File: src/rtl/apb_txn_monitor_if.sv
// ----------------------------------------------------------------------------
// apb_txn_monitor_if
//   APB bus bundle between a master and the RTC slave, with a third,
//   input-only view for passive observers such as apb_txn_monitor.
//
//   sel     : APB select
//   enable  : APB enable (ACCESS phase)
//   write   : direction, 1 = write
//   addr    : 8-bit address
//   wdata   : 32-bit write data
//   ready   : slave ready
//   rdata   : 32-bit read data
//
//   Modports: master (drives request), slave (drives response),
//             mon (observes everything).
// ----------------------------------------------------------------------------
interface apb_txn_monitor_if;
   logic        sel;
   logic        enable;
   logic        write;
   logic [7:0]  addr;
   logic [31:0] wdata;
   logic        ready;
   logic [31:0] rdata;

   modport master (output sel, enable, write, addr, wdata,
                   input  ready, rdata);
   modport slave  (input  sel, enable, write, addr, wdata,
                   output ready, rdata);
   modport mon    (input  sel, enable, write, addr, wdata, ready, rdata);
endinterface

File: src/rtl/apb_txn_monitor.sv
// ----------------------------------------------------------------------------
// apb_txn_monitor
//   Passive APB transaction monitor for the RTC register port. Tracks each
//   transfer through IDLE/SETUP/ACCESS, reports completed transfers with
//   their captured fields and decoded operation, counts completions, and
//   flags protocol violations and wait-state timeouts.
//
//   Parameters:
//     TIMEOUT : ready-low ACCESS cycles at which a transfer is aborted
//     CNT_W   : width of the saturating completed-transfer counter
//
//   Ports:
//     clk          : clock, all state on rising edge
//     reset        : asynchronous active-low reset
//     bus          : APB signals (mon modport, inputs only)
//     current_mode : decoded operation of the last completion, 000 otherwise
//     txn_valid    : one-cycle pulse after a completion
//     txn_addr/txn_write/txn_wdata/txn_rdata : fields of last completion
//     wait_cycles  : ready-low ACCESS cycles of last completion
//     txn_count    : completions since reset, saturating
//     prot_err     : one-cycle pulse on violation or timeout
//     err_code     : cause of last prot_err (01 enable w/o setup,
//                    10 sequence broken, 11 unstable in ACCESS, 00 timeout)
// ----------------------------------------------------------------------------
module apb_txn_monitor #(
   parameter int unsigned TIMEOUT = 16,
   parameter int unsigned CNT_W   = 16
) (
   input  logic             clk,
   input  logic             reset,
   apb_txn_monitor_if.mon   bus,
   output logic [2:0]       current_mode,
   output logic             txn_valid,
   output logic [7:0]       txn_addr,
   output logic             txn_write,
   output logic [31:0]      txn_wdata,
   output logic [31:0]      txn_rdata,
   output logic [7:0]       wait_cycles,
   output logic [CNT_W-1:0] txn_count,
   output logic             prot_err,
   output logic [1:0]       err_code
);

   typedef enum logic [1:0] {
      ST_IDLE   = 2'd0,
      ST_SETUP  = 2'd1,
      ST_ACCESS = 2'd2
   } state_t;

   localparam logic [8:0]       TO_LIM  = 9'(TIMEOUT);
   localparam logic [CNT_W-1:0] CNT_ONE = {{(CNT_W-1){1'b0}}, 1'b1};

   localparam logic [1:0] EC_TIMEOUT  = 2'b00;
   localparam logic [1:0] EC_NO_SETUP = 2'b01;
   localparam logic [1:0] EC_SEQUENCE = 2'b10;
   localparam logic [1:0] EC_UNSTABLE = 2'b11;

   state_t             state_q, state_d;
   logic [7:0]         lat_addr_q, lat_addr_d;
   logic               lat_write_q, lat_write_d;
   logic [31:0]        lat_wdata_q, lat_wdata_d;
   logic [7:0]         wait_q, wait_d;

   logic [2:0]         mode_d;
   logic               valid_d;
   logic [7:0]         taddr_d;
   logic               twrite_d;
   logic [31:0]        twdata_d;
   logic [31:0]        trdata_d;
   logic [7:0]         wcyc_d;
   logic [CNT_W-1:0]   cnt_d;
   logic               perr_d;
   logic [1:0]         ecode_d;

   // ACCESS-phase evaluation shared by SETUP and ACCESS states
   logic               in_access;
   logic [7:0]         eff_cnt;
   logic [8:0]         cnt_inc;
   logic               fields_moved;

   function automatic logic [2:0] decode_mode(input logic wr, input logic [7:0] a);
      logic [2:0] m;
      m = 3'b101;
      if (!wr && a == 8'h00)      m = 3'b001;
      else if (wr && a == 8'h00)  m = 3'b010;
      else if (wr && a == 8'h04)  m = 3'b011;
      else if (wr && a == 8'h08)  m = 3'b100;
      return m;
   endfunction

   always_ff @(posedge clk or negedge reset) begin
      if (!reset) begin
         state_q      <= ST_IDLE;
         lat_addr_q   <= '0;
         lat_write_q  <= 1'b0;
         lat_wdata_q  <= '0;
         wait_q       <= '0;
         current_mode <= '0;
         txn_valid    <= 1'b0;
         txn_addr     <= '0;
         txn_write    <= 1'b0;
         txn_wdata    <= '0;
         txn_rdata    <= '0;
         wait_cycles  <= '0;
         txn_count    <= '0;
         prot_err     <= 1'b0;
         err_code     <= '0;
      end else begin
         state_q      <= state_d;
         lat_addr_q   <= lat_addr_d;
         lat_write_q  <= lat_write_d;
         lat_wdata_q  <= lat_wdata_d;
         wait_q       <= wait_d;
         current_mode <= mode_d;
         txn_valid    <= valid_d;
         txn_addr     <= taddr_d;
         txn_write    <= twrite_d;
         txn_wdata    <= twdata_d;
         txn_rdata    <= trdata_d;
         wait_cycles  <= wcyc_d;
         txn_count    <= cnt_d;
         prot_err     <= perr_d;
         err_code     <= ecode_d;
      end
   end

   // The FSM state names the phase of the previous bus cycle, so the cycle
   // observed while in SETUP is the first ACCESS cycle. It is evaluated with
   // the ACCESS rules and a zero wait count, which lets a zero-wait transfer
   // complete there; SETUP->ACCESS is taken only when that cycle is a wait.
   always_comb begin
      in_access    = (state_q == ST_SETUP) || (state_q == ST_ACCESS);
      eff_cnt      = (state_q == ST_SETUP) ? 8'd0 : wait_q;
      cnt_inc      = {1'b0, eff_cnt} + 9'd1;
      fields_moved = (bus.addr  != lat_addr_q)  ||
                     (bus.write != lat_write_q) ||
                     (bus.wdata != lat_wdata_q);
   end

   always_comb begin
      state_d     = state_q;
      lat_addr_d  = lat_addr_q;
      lat_write_d = lat_write_q;
      lat_wdata_d = lat_wdata_q;
      wait_d      = wait_q;
      mode_d      = 3'b000;
      valid_d     = 1'b0;
      taddr_d     = txn_addr;
      twrite_d    = txn_write;
      twdata_d    = txn_wdata;
      trdata_d    = txn_rdata;
      wcyc_d      = wait_cycles;
      cnt_d       = txn_count;
      perr_d      = 1'b0;
      ecode_d     = err_code;

      if (state_q == ST_IDLE) begin
         if (bus.sel && !bus.enable) begin
            state_d     = ST_SETUP;
            lat_addr_d  = bus.addr;
            lat_write_d = bus.write;
            lat_wdata_d = bus.wdata;
         end else if (bus.sel && bus.enable) begin
            perr_d  = 1'b1;
            ecode_d = EC_NO_SETUP;
         end
      end else if (in_access) begin
         state_d = ST_IDLE;
         if (!bus.sel || !bus.enable) begin
            perr_d  = 1'b1;
            ecode_d = EC_SEQUENCE;
         end else if (bus.ready) begin
            valid_d  = 1'b1;
            mode_d   = decode_mode(lat_write_q, lat_addr_q);
            taddr_d  = lat_addr_q;
            twrite_d = lat_write_q;
            twdata_d = lat_wdata_q;
            trdata_d = bus.rdata;
            wcyc_d   = eff_cnt;
            if (txn_count != '1)
               cnt_d = txn_count + CNT_ONE;
         end else if (fields_moved) begin
            perr_d  = 1'b1;
            ecode_d = EC_UNSTABLE;
         end else if (cnt_inc >= TO_LIM) begin
            perr_d  = 1'b1;
            ecode_d = EC_TIMEOUT;
         end else begin
            state_d = ST_ACCESS;
            wait_d  = cnt_inc[7:0];
         end
      end else begin
         state_d = ST_IDLE;
      end
   end

endmodule
File: src/flat_wrapper.sv
// flat-port wrapper written by rule: the top's interface ports become plain ports
module apb_txn_monitor_flat 
#(
   parameter int unsigned TIMEOUT = 16,
   parameter int unsigned CNT_W   = 16
)
  (clk, reset, current_mode, txn_valid, txn_addr, txn_write, txn_wdata, txn_rdata, wait_cycles, txn_count, prot_err, err_code, bus_sel, bus_enable, bus_write, bus_addr, bus_wdata, bus_ready, bus_rdata);
  apb_txn_monitor_if bus_i ();
  input  logic clk;
  input  logic reset;
  output logic [2:0] current_mode;
  output logic txn_valid;
  output logic [7:0] txn_addr;
  output logic txn_write;
  output logic [31:0] txn_wdata;
  output logic [31:0] txn_rdata;
  output logic [7:0] wait_cycles;
  output logic [CNT_W-1:0] txn_count;
  output logic prot_err;
  output logic [1:0] err_code;
  input wire logic [$bits(bus_i.sel)-1:0] bus_sel;
  input wire logic [$bits(bus_i.enable)-1:0] bus_enable;
  input wire logic [$bits(bus_i.write)-1:0] bus_write;
  input wire logic [$bits(bus_i.addr)-1:0] bus_addr;
  input wire logic [$bits(bus_i.wdata)-1:0] bus_wdata;
  input wire logic [$bits(bus_i.ready)-1:0] bus_ready;
  input wire logic [$bits(bus_i.rdata)-1:0] bus_rdata;
  assign bus_i.sel = bus_sel;
  assign bus_i.enable = bus_enable;
  assign bus_i.write = bus_write;
  assign bus_i.addr = bus_addr;
  assign bus_i.wdata = bus_wdata;
  assign bus_i.ready = bus_ready;
  assign bus_i.rdata = bus_rdata;
  apb_txn_monitor #(.TIMEOUT(TIMEOUT), .CNT_W(CNT_W)) u_core (.clk(clk), .reset(reset), .bus(bus_i), .current_mode(current_mode), .txn_valid(txn_valid), .txn_addr(txn_addr), .txn_write(txn_write), .txn_wdata(txn_wdata), .txn_rdata(txn_rdata), .wait_cycles(wait_cycles), .txn_count(txn_count), .prot_err(prot_err), .err_code(err_code));
endmodule
File: config.mk
export PLATFORM = sky130hd
export DESIGN_NAME = apb_txn_monitor_flat
export DESIGN_NICKNAME = d
export VERILOG_FILES = /design/src/rtl/apb_txn_monitor_if.sv /design/src/rtl/apb_txn_monitor.sv /design/src/flat_wrapper.sv
export SDC_FILE = /design/constraint.sdc
export NUM_CORES = 1
export LEC_CHECK = 0
export BUFFER_PORTS_ARGS = -buffer_cell sky130_fd_sc_hd__buf_2
export CAP_MARGIN = 20
export CORE_ASPECT_RATIO = 1.5
export CORE_MARGIN = 3
export CORE_UTILIZATION = 30
export DETAILED_ROUTE_END_ITERATION = 6
export HOLD_SLACK_MARGIN = 0.15
export PLACE_DENSITY = 0.59
export SLEW_MARGIN = 40
export SYNTH_ARGS = -nofsm -noshare
export SYNTH_HDL_FRONTEND = slang
export SYNTH_SLANG_ARGS = --single-unit
File: constraint.sdc
create_clock -name clk -period 7.3 [get_ports clk]
set_input_delay 1.46 -clock clk [delete_from_list [all_inputs] [get_ports clk]]
set_output_delay 1.46 -clock clk [all_outputs]
set_load 0.01 [all_outputs]
# Word level (Yosys, flattened, before mapping)

Cells that the tools add are included.
W data, S select, Z words.

Flip-flop bits (word level): 155
Input bits: 78
Output and inout bits: 104

Add/subtract/negate cells: 2
Order comparisons: 1
Equality and inequality tests: 12
Muxes and demuxes: 36
Bitwise operators: 5
Reduce and logical (&&, ||, !) cells: 22

Operators by type and width:

| operator                | number |
|---|---|
| $ne A32 B32 Y1          | 1 |
| $mux W2                 | 15 |
| $mux W3                 | 7 |
| $add A16 B1 Y16 const B | 1 |
| $ne A16 B16 Y1 const B  | 1 |
| $mux W1                 | 13 |
| $reduce_and A5 Y1       | 2 |
| $add A8 B1 Y9 const B   | 1 |
| $ge A9 B5 Y1 const B    | 1 |
| $eq A8 B3 Y1 const B    | 1 |
| $eq A8 B4 Y1 const B    | 1 |
| $logic_not A8 Y1        | 1 |
| $mux W8                 | 1 |
| $ne A8 B8 Y1            | 1 |
| $logic_and A1 B1 Y1     | 6 |
| $ne A2 B2 Y1 const B    | 3 |
| $reduce_and A6 Y1       | 1 |
| $not A1 Y1              | 5 |
| $logic_or A1 B1 Y1      | 4 |
| $reduce_and A4 Y1       | 1 |
| $reduce_bool A4 Y1      | 1 |
| $logic_not A1 Y1        | 3 |
| $ne A3 B1 Y1 const B    | 1 |
| $eq A2 B1 Y1 const B    | 1 |
| 5 further kinds         | 5 |

# Logic depth before layout (Yosys ltp)

Depth in word-level cells: 10
Gate-level depth with buffers: 12

# Worst setup path before layout

OpenSTA, ideal clock, no wires.

Path type: input to register
Start: in bus_addr[4]
End: reg u_core.wait_q[1]
Arrival: 3170 ps
Slack: 4005 ps
Stages on the path: 7
Path through: xor2_1 -> nor4_1 -> nand4_1 -> or4_4 -> or2_1 -> buf_6 -> mux2_4

Longest elaborated chain between the ends: 5

Ends and longest elaborated chain:

| what                               | line                   | text |
|---|---|---|
| start: declaration                 | flat_wrapper.sv:24     | `input wire logic [$bits(bus_i.addr)-1:0] bus_addr;` |
| $ne A8 B8 Y1                       | apb_txn_monitor.sv:135 | `fields_moved = (bus.addr != lat_addr_q) \|\|` |
| $logic_or A1 B1 Y1                 | apb_txn_monitor.sv:135 |  |
| $logic_or A1 B1 Y1                 | apb_txn_monitor.sv:136 | `(bus.write != lat_write_q) \|\|` |
| $not A1 Y1 (no source line)        | -                      |  |
| $reduce_and A6 Y1 (no source line) | -                      |  |
| end signal: assignment             | apb_txn_monitor.sv:113 | `wait_q <= wait_d;` |
| end: declaration                   | apb_txn_monitor.sv:62  | `logic [7:0] wait_q, wait_d;` |

Every way passes these cells.
A chain may end at the register's enable or synchronous reset.

# Worst setup path in the final report

Start: in bus_enable
End: reg u_core.txn_count[10]

Longest elaborated chain between the ends: 4

Ends and longest elaborated chain:

| what                               | line                   | text |
|---|---|---|
| start: declaration                 | flat_wrapper.sv:22     | `input wire logic [$bits(bus_i.enable)-1:0] bus_enable;` |
| $logic_not A1 Y1                   | apb_txn_monitor.sv:169 | `if (!bus.sel \|\| !bus.enable) begin` |
| $logic_or A1 B1 Y1                 | apb_txn_monitor.sv:169 |  |
| $not A1 Y1 (no source line)        | -                      |  |
| $reduce_and A5 Y1 (no source line) | -                      |  |
| end signal: assignment             | apb_txn_monitor.sv:121 | `txn_count <= cnt_d;` |
| end: declaration                   | apb_txn_monitor.sv:39  | `output logic [CNT_W-1:0] txn_count,` |

Every way passes these cells.

==> results.sh <==
export IMPL_worstPathArrival_ns=4.16
export IMPL_grt_pass1_vias=5102
export IMPL_drt_total_wl_mm=17.3
export IMPL_cts_tree="done"
export IMPL_cellLeakagePower_nw=4.46
export IMPL_crit_fanout=57
export IMPL_io_buffer_count=181
export IMPL_wl_per_cell_um=15.7
export IMPL_hold_viol=0
export IMPL_setup_viol=0
export IMPL_worst_pin_slew_ns=0.666
export IMPL_h_tree_depth=4
export IMPL_rr_startpoint="u_core.state_q[0]"
export IMPL_ys_warn_count=0
export IMPL_post_dp_cell_area_um2=7860
export IMPL_cp_start_kind="primary input"
export IMPL_synth_flop_cell="dfrtp_1"
export IMPL_status="finished clean"
export IMPL_cts_made_buffers=17
export IMPL_maxCapViolations=0
export IMPL_drt_antenna_violating_nets=0
export IMPL_crit_required_ns=7.64
export IMPL_firstDrtPassIters=5
export IMPL_root_buffer="clkbuf_16"
export IMPL_slew_violations=0
export IMPL_synthCells=633
export IMPL_gp_congestion=0.788
export IMPL_seq_area_frac_synth=0.585
export IMPL_core_area_um2=21700
export IMPL_rsz0062_at_grt="no"
export IMPL_min_period_ns=3.82
export IMPL_finalNonFillerCells=1100
export IMPL_drtIter0Drc=204
export IMPL_final_setup_skew_ns=0.00621
export IMPL_grt_pass1_wl_mm=27.7
export IMPL_hp_class="reg2reg"
export IMPL_worst_ir_drop_vdd_v=0.000151
export IMPL_hold_start="u_core.txn_wdata[12]"
export IMPL_via_per_inst=4.49
export IMPL_final_area_um2=8440
export IMPL_path_clk_slew_ns=0.07
export IMPL_cts_resized=0
export IMPL_vias=4939
export IMPL_avgSynthCellArea_um2=10.5
export IMPL_worstSetupPathType="in2reg"
export IMPL_drc=0
export IMPL_synth_area_top_cells="dfrtp_1 (58%), nand2_1 (14%), mux2_2 (7.5%), xor2_1 (6.2%), xnor2_1 (1.3%)"
export IMPL_synthesis_area_um2=6630
export IMPL_max_freq_mhz=262
export IMPL_yosys_area_top_type_share=0.585
export IMPL_overflow=0
export IMPL_synth_cell_types=46
export IMPL_syn_to_final_growth_pct=27.2
export IMPL_startpoint="bus_enable"
export IMPL_syn_num_nets=715
export IMPL_grt_start_max_net_pins=70
export IMPL_setup_worst_path_end_class="flop"
export IMPL_tns_ns=0
export IMPL_async_reset_ff_frac=1.00
export IMPL_num_nets_final=896
export IMPL_synth_edf_count=0
export IMPL_cts_hold_buffers=0
export IMPL_start_util=0.305
export IMPL_die_area_um2=24000
export IMPL_period_share=0.523
export IMPL_num_rows=66
export IMPL_antenna_found_initial=2
export IMPL_dp_cells=1067
export IMPL_yosysTopAreaCell="dfrtp_1"
export IMPL_layout_drive_gt1_share=0.336
export IMPL_insertion_delay_ns=0.42
export IMPL_pin_count=182
export IMPL_die_w_um=127
export IMPL_ys_ff_latch=155
export IMPL_cts_sinks=155
export IMPL_holdWs_ns=0.467
export IMPL_slew_headroom=0.556
export IMPL_synth_most_common_cell="nand2_1"
export IMPL_synth_common_cells="nand2_1 (248), dfrtp_1 (155), xor2_1 (47), mux2_2 (44), clkbuf_1 (15)"
export IMPL_fillers=2166
export IMPL_die_h_um=188
export IMPL_cts_path_max_buffers=2
export IMPL_dp_hpwl_mm=12.6
export IMPL_powerDensity_nw_per_um2=367
export IMPL_cts_setup_buffers=0
export IMPL_track_usage=0.150
-- cells by family after synthesis --
group                      after synthesis  share of synthesized area
and+or+nand+nor                        312                      0.205
muxes                                   46                     0.0785
xor gates and xnor gates                57                     0.0753
adders and majority gates                4                    0.00755
AOI/OAI and AO/OA                       27                     0.0291
buffers and inverters                   32                     0.0202
DFF                                    155                      0.585
-- per-layer routing --
layer	GRT usage	routed length (um)	vias up
li1	-	-	2433
met1	0.169	6770	2370
met2	0.263	9220	116
met3	0.0456	998	18
met4	0.0566	312	2
met5	0	7	-
-- through the flow --
step	total power, W	utilization	setup slack (ns)
finish	0.00309	0.388	3.48
global route	0.00331	0.388	3.27
CTS	0.00315	0.388	3.44
detailed placement	0.00227	0.362	2.97
global placement	0.00224	0.360	3.09
floorplan	0.00185	-	4.01
-- sequential cells by signal, summed over array words and instances, names as in the netlist, 3 cells and up --
signal	flops
u_core.txn_count	16
u_core.txn_addr	8
u_core.txn_wdata	32
u_core.txn_rdata	32
u_core.wait_q	8
u_core.wait_cycles	8
u_core.current_mode	3
u_core.lat_addr_q	8
u_core.lat_wdata_q	32
-- layout make-up --
class / instances / area (um2) / share of cell area
Tap cell: 272 / 340 / 0.0403
Clock inverter: 14 / 136 / 0.0162
Inverter: 9 / 35.0 / 0.00415
Antenna cell: 1 / 2.50 / 0.000297
Timing Repair Buffer: 185 / 966 / 0.114
Clock buffer: 18 / 439 / 0.0521
Multi-Input combinational cell: 446 / 2640 / 0.313
Sequential cell: 155 / 3880 / 0.460
-- critical path, cell delays in order --
cell     delay [ns]
buf_2          0.08
and2_1         0.29
nand3_4        0.53
buf_4          0.50
a31oi_2        0.37
nor3b_1        0.46
and4_1         0.27
xor2_1         0.16
-- power by group --
part	switching, W	internal (W)
Sequential	0.000214	0.00116
Combinational	0.000468	0.000394
Clock	0.000374	0.000486
-- worst paths after layout --
path / to / slack [ns] / cells after the start
setup / recovery: u_core.txn_count[10] / 3.48 / 8
hold / removal: u_core.txn_wdata[12] / 0.47 / 2
setup reg to reg: u_core.txn_count[10] / 3.84 / 9
hold reg to reg: u_core.txn_wdata[12] / 0.47 / 2
max in group asynchronous: u_core.txn_rdata[12] / 5.43 / 2
min in group asynchronous: u_core.txn_wdata[0] / 0.93 / 1
-- layout by cell type, fill, tap and decap left out, drive strengths merged, types with 3 or more instances in the layout --
master and n:
nor4 11, o221ai 3, xnor2 10, dfrtp 155, a21oi 4, and3 4
clkinvlp 3, nor3 3, o21ai 10, clkinv 5, xor2 47, nand2b 4
clkbuf 18, nor2b 3, nor2 9, nand4 8, buf 185, ha 4
and2 7, mux2 45, nand2 248, inv 14, nand3 5
Power figures use the tool's default switching activity.
